$ cat src/rtl/spi_target_pkg.sv
// spi_target_pkg: frame sizes, TX filler, RX FIFO depth, FSM state type and
// byte-order helpers shared by the SPI responder.
package spi_target_pkg;

    localparam int          FRAME8       = 8;
    localparam int          FRAME32      = 32;
    localparam logic [31:0] TX_FILLER    = 32'hFFFF_FFFF;
    localparam int          RXFIFO_DEPTH = 4;

    typedef enum logic [0:0] {
        IDLE   = 1'b0,
        ACTIVE = 1'b1
    } state_e;

    // Reverse byte order: 32-bit frames travel byte 0 first, each byte MSB first.
    function automatic logic [31:0] byte_swap(input logic [31:0] w);
        return {w[7:0], w[15:8], w[23:16], w[31:24]};
    endfunction

    // Arrange a TX word so that bit 31 is always the next bit on the wire.
    function automatic logic [31:0] tx_order(input logic [31:0] w, input logic wide);
        if (wide) begin
            return byte_swap(w);
        end else begin
            return {w[7:0], 24'hFF_FFFF};
        end
    endfunction

endpackage

$ cat src/rtl/spi_target_sync_edge.sv
// sync_edge: two-flop synchroniser for an asynchronous input plus a third
// flop that turns transitions of the synchronised value into 1-clk pulses.
module sync_edge #(
    parameter logic RST_VAL = 1'b0
) (
    input  logic clk,
    input  logic rst,
    input  logic d,
    output logic rise,
    output logic fall
);

    logic s1_q;
    logic s2_q;
    logic s3_q;

    // Synchroniser chain and edge-detect register
    always_ff @(posedge clk) begin
        if (rst) begin
            s1_q <= RST_VAL;
            s2_q <= RST_VAL;
            s3_q <= RST_VAL;
        end else begin
            s1_q <= d;
            s2_q <= s1_q;
            s3_q <= s2_q;
        end
    end

    assign rise = s2_q & ~s3_q;
    assign fall = ~s2_q & s3_q;

endmodule

$ cat src/rtl/spi_target.sv
// spi_target: SPI mode-0 responder oversampling SCLK/MOSI/SS with clk.
// Exchanges 8-bit or 32-bit frames through a one-word TX buffer and an RX
// register. Define SPI_TARGET_RXFIFO_EN to replace the RX register with a
// small RX FIFO.
module spi_target
    import spi_target_pkg::*;
(
    input  logic        clk,
    input  logic        rst,
    input  logic        SCLK,
    input  logic        MOSI,
    input  logic        SS,
    output logic        MISO,
    input  logic        wide,
    input  logic [31:0] txData,
    input  logic        txLoad,
    output logic        txRdy,
    output logic [31:0] rxData,
    output logic        rxRdy,
    input  logic        rxDone,
    output logic        overrun,
    output logic        underrun
);

    logic sclk_rise_s, sclk_fall_s, ss_rise_s, ss_fall_s;
    logic mosi_s1_q, mosi_s;

    state_e      state_q, state_d;
    logic [5:0]  cnt_q, cnt_d;
    logic        wide_q, wide_d;
    logic        miso_q, miso_d;
    logic [31:0] tx_buf_q, tx_buf_d;
    logic [31:0] tx_sh_q, tx_sh_d;
    logic        tx_rdy_q, tx_rdy_d;
    logic [31:0] rx_sh_q, rx_sh_d;
    logic        ovr_q, ovr_d;
    logic        unr_q, unr_d;
    logic        frame_start_s, frame_done_s, last_bit_s;
    logic [31:0] rx_next_s, rx_word_s;

`ifdef SPI_TARGET_RXFIFO_EN
    localparam logic [2:0] FIFO_FULL = 3'(RXFIFO_DEPTH);
    logic [31:0] fifo_mem_q [RXFIFO_DEPTH];
    logic [31:0] fifo_mem_d [RXFIFO_DEPTH];
    logic [1:0]  wr_ptr_q, wr_ptr_d, rd_ptr_q, rd_ptr_d;
    logic [2:0]  fifo_cnt_q, fifo_cnt_d;
    logic        push_s, pop_s;
`else
    logic [31:0] rx_data_q, rx_data_d;
    logic        rx_rdy_q, rx_rdy_d;
`endif

    sync_edge #(.RST_VAL(1'b0)) u_sclk_sync (
        .clk (clk), .rst (rst), .d (SCLK), .rise (sclk_rise_s), .fall (sclk_fall_s)
    );

    sync_edge #(.RST_VAL(1'b1)) u_ss_sync (
        .clk (clk), .rst (rst), .d (SS), .rise (ss_rise_s), .fall (ss_fall_s)
    );

    // MOSI synchroniser; its latency matches the SCLK edge pulses
    always_ff @(posedge clk) begin
        if (rst) begin
            mosi_s1_q <= 1'b0;
            mosi_s    <= 1'b0;
        end else begin
            mosi_s1_q <= MOSI;
            mosi_s    <= mosi_s1_q;
        end
    end

    // Next-state logic for the frame FSM, TX path and RX path
    always_comb begin
        state_d       = state_q;
        cnt_d         = cnt_q;
        wide_d        = wide_q;
        miso_d        = miso_q;
        tx_buf_d      = tx_buf_q;
        tx_sh_d       = tx_sh_q;
        tx_rdy_d      = tx_rdy_q;
        rx_sh_d       = rx_sh_q;
        ovr_d         = ovr_q;
        unr_d         = unr_q;
        frame_start_s = 1'b0;
        frame_done_s  = 1'b0;
        rx_next_s     = {rx_sh_q[30:0], mosi_s};
        rx_word_s     = wide_q ? byte_swap(rx_next_s) : {24'h00_0000, rx_next_s[7:0]};
        last_bit_s    = wide_q ? (cnt_q == 6'(FRAME32 - 1)) : (cnt_q == 6'(FRAME8 - 1));

        // Local side fills the TX buffer only while it is empty
        if (txLoad && tx_rdy_q) begin
            tx_buf_d = txData;
            tx_rdy_d = 1'b0;
        end else begin
            tx_buf_d = tx_buf_q;
        end

        case (state_q)
            IDLE: begin
                miso_d = 1'b1;
                if (ss_fall_s) begin
                    state_d       = ACTIVE;
                    frame_start_s = 1'b1;
                end else begin
                    state_d = IDLE;
                end
            end
            ACTIVE: begin
                if (ss_rise_s) begin
                    // Partial frame is dropped; RX side untouched
                    state_d = IDLE;
                    cnt_d   = 6'd0;
                    miso_d  = 1'b1;
                end else if (sclk_rise_s) begin
                    rx_sh_d = rx_next_s;
                    if (last_bit_s) begin
                        frame_done_s  = 1'b1;
                        frame_start_s = 1'b1;
                    end else begin
                        cnt_d = cnt_q + 6'd1;
                    end
                end else if (sclk_fall_s && (cnt_q != 6'd0)) begin
                    // No advance on the fall that follows a frame boundary:
                    // the new frame's first bit must stay on the wire
                    tx_sh_d = {tx_sh_q[30:0], 1'b1};
                    miso_d  = tx_sh_q[30];
                end else begin
                    state_d = ACTIVE;
                end
            end
            default: begin
                state_d = IDLE;
                miso_d  = 1'b1;
            end
        endcase

        if (frame_start_s) begin
            wide_d = wide;
            cnt_d  = 6'd0;
            if (!tx_rdy_q) begin
                tx_sh_d  = tx_order(tx_buf_q, wide);
                tx_rdy_d = 1'b1;
            end else begin
                tx_sh_d = tx_order(TX_FILLER, wide);
                unr_d   = 1'b1;
            end
            miso_d = tx_sh_d[31];
        end else begin
            wide_d = wide_q;
        end

`ifdef SPI_TARGET_RXFIFO_EN
        fifo_mem_d = fifo_mem_q;
        wr_ptr_d   = wr_ptr_q;
        rd_ptr_d   = rd_ptr_q;
        pop_s      = rxDone && (fifo_cnt_q != 3'd0);
        push_s     = frame_done_s && (fifo_cnt_q != FIFO_FULL);
        if (push_s) begin
            fifo_mem_d[wr_ptr_q] = rx_word_s;
            wr_ptr_d             = wr_ptr_q + 2'd1;
        end else begin
            wr_ptr_d = wr_ptr_q;
        end
        if (pop_s) begin
            rd_ptr_d = rd_ptr_q + 2'd1;
        end else begin
            rd_ptr_d = rd_ptr_q;
        end
        fifo_cnt_d = fifo_cnt_q + {2'b00, push_s} - {2'b00, pop_s};
        if (frame_done_s && !push_s) begin
            ovr_d = 1'b1;
        end else if (pop_s && (fifo_cnt_d == 3'd0)) begin
            ovr_d = 1'b0;
        end else begin
            ovr_d = ovr_q;
        end
`else
        rx_data_d = rx_data_q;
        rx_rdy_d  = rx_rdy_q;
        if (frame_done_s) begin
            // A new frame wins over a simultaneous acknowledge
            rx_data_d = rx_word_s;
            rx_rdy_d  = 1'b1;
            if (rxDone) begin
                ovr_d = 1'b0;
            end else if (rx_rdy_q) begin
                ovr_d = 1'b1;
            end else begin
                ovr_d = ovr_q;
            end
        end else if (rxDone) begin
            rx_rdy_d = 1'b0;
            ovr_d    = 1'b0;
        end else begin
            rx_rdy_d = rx_rdy_q;
        end
`endif
    end

    // State register for the FSM, TX path, RX path and flags
    always_ff @(posedge clk) begin
        if (rst) begin
            state_q  <= IDLE;
            cnt_q    <= 6'd0;
            wide_q   <= 1'b0;
            miso_q   <= 1'b1;
            tx_buf_q <= 32'h0000_0000;
            tx_sh_q  <= 32'hFFFF_FFFF;
            tx_rdy_q <= 1'b1;
            rx_sh_q  <= 32'h0000_0000;
            ovr_q    <= 1'b0;
            unr_q    <= 1'b0;
`ifdef SPI_TARGET_RXFIFO_EN
            for (int i = 0; i < RXFIFO_DEPTH; i++) begin
                fifo_mem_q[i] <= 32'h0000_0000;
            end
            wr_ptr_q   <= 2'd0;
            rd_ptr_q   <= 2'd0;
            fifo_cnt_q <= 3'd0;
`else
            rx_data_q <= 32'h0000_0000;
            rx_rdy_q  <= 1'b0;
`endif
        end else begin
            state_q  <= state_d;
            cnt_q    <= cnt_d;
            wide_q   <= wide_d;
            miso_q   <= miso_d;
            tx_buf_q <= tx_buf_d;
            tx_sh_q  <= tx_sh_d;
            tx_rdy_q <= tx_rdy_d;
            rx_sh_q  <= rx_sh_d;
            ovr_q    <= ovr_d;
            unr_q    <= unr_d;
`ifdef SPI_TARGET_RXFIFO_EN
            fifo_mem_q <= fifo_mem_d;
            wr_ptr_q   <= wr_ptr_d;
            rd_ptr_q   <= rd_ptr_d;
            fifo_cnt_q <= fifo_cnt_d;
`else
            rx_data_q <= rx_data_d;
            rx_rdy_q  <= rx_rdy_d;
`endif
        end
    end

    assign MISO     = miso_q;
    assign txRdy    = tx_rdy_q;
    assign overrun  = ovr_q;
    assign underrun = unr_q;
`ifdef SPI_TARGET_RXFIFO_EN
    assign rxRdy  = (fifo_cnt_q != 3'd0);
    assign rxData = fifo_mem_q[rd_ptr_q];
`else
    assign rxRdy  = rx_rdy_q;
    assign rxData = rx_data_q;
`endif

endmodule

$ cat config.mk
export PLATFORM = sky130hd
export DESIGN_NAME = spi_target
export DESIGN_NICKNAME = d
export VERILOG_FILES = /design/src/rtl/spi_target_pkg.sv /design/src/rtl/spi_target_sync_edge.sv /design/src/rtl/spi_target.sv
export SDC_FILE = /design/constraint.sdc
export NUM_CORES = 1
export LEC_CHECK = 0
export ABC_AREA = 1
export CORE_ASPECT_RATIO = 1.1
export CORE_MARGIN = 2
export CORE_UTILIZATION = 59
export DETAILED_ROUTE_END_ITERATION = 10
export GPL_TIMING_DRIVEN = 0
export HOLD_SLACK_MARGIN = 0.03
export PLACE_DENSITY = 0.82
export SKIP_CTS_REPAIR_TIMING = 1
export SYNTH_ARGS = -nofsm -noshare
export SYNTH_HDL_FRONTEND = slang
export SYNTH_SLANG_ARGS = --single-unit
export TNS_END_PERCENT = 20
$ cat constraint.sdc
create_clock -name clk -period 3.07 [get_ports clk]
set_input_delay 0.614 -clock clk [delete_from_list [all_inputs] [get_ports clk]]
set_output_delay 0.614 -clock clk [all_outputs]
set_load 0.01 [all_outputs]
# == Word level (Yosys, flattened, before mapping) ==
# Cells that the tools add are included.
# totals
ff_bits,147
wordCells,86
# op_classes
muxes,33
n_addsub,1
reduce_logical,15
eq_ne,7
bitwise,10
# ops
op,count
31-bit 2-to-1 mux,5
32-bit 2-to-1 mux,2
24-bit 2-to-1 mux,1
1-bit 2-to-1 mux,19
6-bit 2-to-1 mux,3
2-bit nonzero test,5
6-bit by 1-bit adder with 6-bit output (second input constant),1
6-bit by 3-bit == test with 1-bit output (second input constant),1
6-bit by 5-bit == test with 1-bit output (second input constant),1
1-bit NOT,6
1-bit one-hot mux with 2 select lines,3
2-bit AND reduction,3
3-bit AND reduction,2
6-bit nonzero test,1
1-bit bitwise AND,4
2-bit by 1-bit != test with 1-bit output (second input constant),2
4-bit by 2-bit != test with 1-bit output (second input constant),1
4-bit by 3-bit != test with 1-bit output (second input constant),1
4-bit AND reduction,1
1-bit logical AND,2
2-bit != test (second input constant),1
2-bit OR reduction,1

# == Longest topological paths before layout ==
# depth
ltp_word,8
depth_mapped,11
depth_no_buf,9

# == Hierarchy ==
# A second synthesis with hierarchy kept.
# unflattened
cells_unflattened,848
hier_area_um2,6114.6
# by_module_without_submodules
module,seq_area_each_um2,area_each_um2,n_inst,cells_each
spi_target,2822.7,5923.2,1,823
sync_edge (u_ss_sync),60.1,97.6,1,13
sync_edge (u_sclk_sync),60.1,93.8,1,12

# == Worst setup path before layout ==
# Ideal clock, no wire load.
# synth_timing
path_type,in2reg
from,input rst
to,"register miso_q, in the netlist MISO"
required_ns,2.936
stages,5
slack_ns,1.508
path_buffers,3
arrival_ns,1.428
path_cell_list,buf_2 inv_1 buf_2 clkbuf_1 nand3_1
# synth_rtl
element,line,source
start: declaration,spi_target.sv:9,"input logic rst,"
end signal: assignment,spi_target.sv:228,miso_q <= miso_d;
end: declaration,spi_target.sv:31,"logic miso_q, miso_d;"
# No word-level cell between the ends.

# == Final worst setup path ==
# layout_timing
from,"register tx_rdy_q, in the netlist txRdy"
to,output txRdy
# layout_rtl
element,line,source
start: declaration,spi_target.sv:34,"logic tx_rdy_q, tx_rdy_d;"
start signal: assignment,spi_target.sv:231,tx_rdy_q <= tx_rdy_d;
end: declaration,spi_target.sv:17,"output logic txRdy,"
# No word-level cell between the ends.

==> summary.md <==
The highest clock frequency the design can meet is 463 MHz. The logs give 1.01 mW for the net load switching power and 0 for the number of endpoints with negative hold slack in the final report. The number of nets in the layout is 964, and the net switching share of the total power is 22.8%. The I/O pin count is 77, and the via count normalized by instance count is 5.56. The residual DRC count was 0. The clock arrives with 0.0104 ns of skew.

Setup repair after global routing left no endpoint under its margin. Class of the tightest hold or removal check: reg2reg. The cell with the biggest individual delay on the critical path was sky130_fd_sc_hd__clkdlybuf4s50_1. Global routing consumed, over all layers together, 30.0% of the routing resources.

The data arrival time of the critical path is 1.55 ns, and the remaining antenna violation count is 0. In this run the standard cell core region covers 0.00989 mm². Counting I/O delays and the setup requirement, the final critical path takes 2.16 ns.

Sort of element at the start of the critical path: a flop. The floorplan step defined a die boundary enclosing 0.0111 mm². Walking the worst path, the cells encountered are clkdlybuf4s50_1.

The final max-slew violation count came out at 0. The pre-antenna-repair detailed-routing pass consisted of 5 iterations. Family with the most delay on the worst path: buffers and inverters.

The initial antenna violation count came out at 0. The worst setup path is captured at an output pin. For the DRC violation total after the first TritonRoute iteration, the log shows 314.

The share of the Yosys chip area taken by registers is 48.8%. The longest individual stage delay on the worst path came out at 0.58 ns. The count of buffer and inverter cells on the critical path works out to 1. Normalized max-slew margin: 64.3%.

For the maximum number of pins on one net before global-route repair, the log shows 17. The number of rows created at floorplan is 38. At the later pin of the worst-skew pair, clock insertion delay measures 0.53 ns.

The run finished with clean final reports. The die is 110 µm tall. A synthesized cell averages 7.29 µm². The maximum vdd ir drop is 0.000503 V, and the count of synthesis-stage warnings from yosys is 0. After global routing the overflow that remains totals 0. The H-tree generated during clock tree synthesis spans 4 levels. Leaving out filler cells and counting taps, the final layout contains 1,055. For the pin with the worst max-slew slack, the measured transition is 0.536 ns. The met1 usage in global routing was 34.6%; the clock input transition at the sequential cells of the worst setup and hold paths was 0.06 ns. Measured in cells, the most critical reg-to-reg path has a length of 9.

The worst setup path is of the reg2out kind. The total negative setup slack was 0 ns. Post-synthesis cell type count: 31. In this run, synthesis produced a sequential element count of 147.

The number of stages on the worst hold path is 1. The run gives 0 as the number of setup violations in the final report. Routability-driven placement finished with a final weighted congestion of 0.896.

Combinational cells account for 6.9% of the total power. The static power due to leakage was 3.29 nW. No sink is reached through more buffers than the 2 on the longest clock path. Share of final-layout standard cells stronger than drive strength 1: 7.70%.

The total power per unit cell area came out at 588 mW/mm². From synthesis to final layout, the design area changed by 25.1%. Power comes to 4.44 mW. The tool flagged a number of max-cap violations equal to 0. Of the total power, registers draw 44.8%. The mean routed wirelength per cell was 15.1 µm. The initial utilization of the core area, before any placement, comes to 61.0%. The tools report the net count after synthesis as 870.

Along the worst path, the maximum fanout reaches 6. The repair_antennas step left the layout with diodes totalling 0. The cell count after placement is 1,023.

The depth of the critical timing path with buffers and inverters included was 1; the number of instances in the synthesized netlist was 828. Hold timing on the final database bottoms out at a slack of 0.401 ns. The final worst-path cycle share was 70.4%; the total wire length after detailed routing was 15.9 mm. The utilization after layout came out at 76.3%. The total internal power is 3.43 mW. Summed over all nets, the half-perimeter wirelength after detailed placement is 11.1 mm. The first global-routing pass estimated 26.3 mm of wire. In this run the clock root is driven by a sky130_fd_sc_hd__clkbuf_8. TritonCTS built the clock tree. The run gives 2.46 ns as the required time reported for the critical path endpoint.

The count of buffers from port buffering came out at 75. The horizontal extent of the die was 100 µm; the total via count in the routed design was 5,868. For the total standard cell area after synthesis, the log shows 0.00604 mm². Buffers inserted during clock tree synthesis total 17. Global routing used 6.87% of the available met3 tracks.

The via count of the first global-routing pass was 5,647. In this run, the clock network consumes 48.3% of the power. For the routing usage on met2, the log shows 52.4%.

The global routing stage identified its most utilized layer as met2. The setup slack on the worst flop-to-flop path came out at 1.30 ns. The run gives 147 as the number of sinks on the clock net.
-- power by group through the flow --
stage          Sequential [mW]  Clock, mW  Combinational [mW]
4_1_cts                   1.99       2.15               0.305
5_1_grt                   1.99       2.23               0.345
2_1_floorplan             2.02          0               0.189
3_3_place_gp              2.03          0               0.290
3_5_place_dp              2.03          0               0.298
6_report                  1.99       2.14               0.306
-- layer usage --
| metal | wire length, µm | share of wire, % |
|---|---|---|
| met5 | 0 | 0 |
| met4 | 592 | 3.7 |
| met2 | 7940 | 50 |
| met1 | 6480 | 41 |
| met3 | 923 | 5.8 |
-- synth_stat cells (all sizes together) --
cell type | count | share of area [%]
or2 | 4 | 0.41
o21bai | 1 | 0.12
nand4 | 2 | 0.21
nand3b | 1 | 0.12
a21oi | 59 | 4.9
o22ai | 1 | 0.10
dfxtp | 147 | 49
nor2 | 119 | 7.9
nand3 | 98 | 8.3
o21ai | 75 | 6.2
buf | 23 | 2.8
nand2 | 173 | 11
inv | 52 | 3.3
nor3 | 25 | 2.1
a31oi | 8 | 0.83
xor2 | 1 | 0.15
and3 | 1 | 0.10
o211ai | 1 | 0.12
ha | 2 | 0.41
clkbuf | 35 | 2.2
-- state kept, by name, summed over array words and instances, names as in the netlist, 6 cells and up --
register and flops:
cnt_q 6, rxData 32, rx_sh_q 31, tx_buf_q 32, tx_sh_q 31
-- through the flow --
step,worst slack (ns),cell area [µm²]
3_5_place_dp,0.908,6940
4_1_cts,0.912,7550
2_1_floorplan,1.51,6040
5_1_grt,0.886,7550
3_3_place_gp,0.945,6940
6_report,0.909,7550
-- cell usage in the layout, fill, tap and decap left out, types with 2 or more instances in the layout --
| cell type | n |
|---|---|
| sky130_fd_sc_hd__nand3_1 | 97 |
| sky130_fd_sc_hd__nor3_1 | 25 |
| sky130_fd_sc_hd__clkinv_4 | 2 |
| sky130_fd_sc_hd__inv_1 | 48 |
| sky130_fd_sc_hd__inv_2 | 3 |
| sky130_fd_sc_hd__dfxtp_1 | 147 |
| sky130_fd_sc_hd__buf_2 | 8 |
| sky130_fd_sc_hd__ha_1 | 2 |
| sky130_fd_sc_hd__o21ai_1 | 3 |
| sky130_fd_sc_hd__a21oi_1 | 59 |
| sky130_fd_sc_hd__o21ai_0 | 72 |
| sky130_fd_sc_hd__or2_2 | 4 |
| sky130_fd_sc_hd__nor2_2 | 2 |
| sky130_fd_sc_hd__buf_4 | 9 |
| sky130_fd_sc_hd__nor2_4 | 3 |
| sky130_fd_sc_hd__a31oi_1 | 8 |
| sky130_fd_sc_hd__clkbuf_1 | 36 |
| sky130_fd_sc_hd__buf_6 | 5 |
| sky130_fd_sc_hd__clkbuf_8 | 2 |
| sky130_fd_sc_hd__clkinvlp_4 | 2 |
| sky130_fd_sc_hd__nand2_2 | 4 |
| sky130_fd_sc_hd__clkbuf_16 | 16 |
| sky130_fd_sc_hd__nand4_1 | 2 |
| sky130_fd_sc_hd__clkinv_2 | 4 |
| sky130_fd_sc_hd__nor2_1 | 114 |
| sky130_fd_sc_hd__nand2_1 | 168 |
| sky130_fd_sc_hd__bufinv_16 | 4 |
| sky130_fd_sc_hd__clkdlybuf4s50_1 | 75 |
-- cell type report --
cell class,count,area [µm²]
plain buffers,58,299
clock buffers,19,432
clock inverters,13,181
fillers,722,2340
inverters,52,198
multi-input cells,571,2600
flip-flops and latches,147,2940
well taps,120,150
repair buffers,75,751
-- final timing paths --
| check | from | to |
|---|---|---|
| max | txRdy$_SDFF_PP1_ | txRdy |
| min | u_ss_sync.s1_q$_SDFF_PP1_ | u_ss_sync.s2_q$_SDFF_PP1_ |
| max reg2reg | cnt_q[0]$_SDFFE_PP0P_ | tx_sh_q[1]$_SDFFE_PP1P_ |
| min reg2reg | u_ss_sync.s1_q$_SDFF_PP1_ | u_ss_sync.s2_q$_SDFF_PP1_ |
-- logic make-up after synthesis --
| group | Yosys count | share of synthesized area [%] |
|---|---|---|
| adder cells (fa/ha/maj) | 2 | 0.415 |
| buffers and inverters | 110 | 8.23 |
| AND/OR/NAND/NOR | 423 | 30.2 |
| flip-flops | 147 | 48.8 |
| AO/OA/AOI/OAI | 145 | 12.3 |
| XOR/XNOR | 1 | 0.145 |
(Power assumes the default switching activity.)
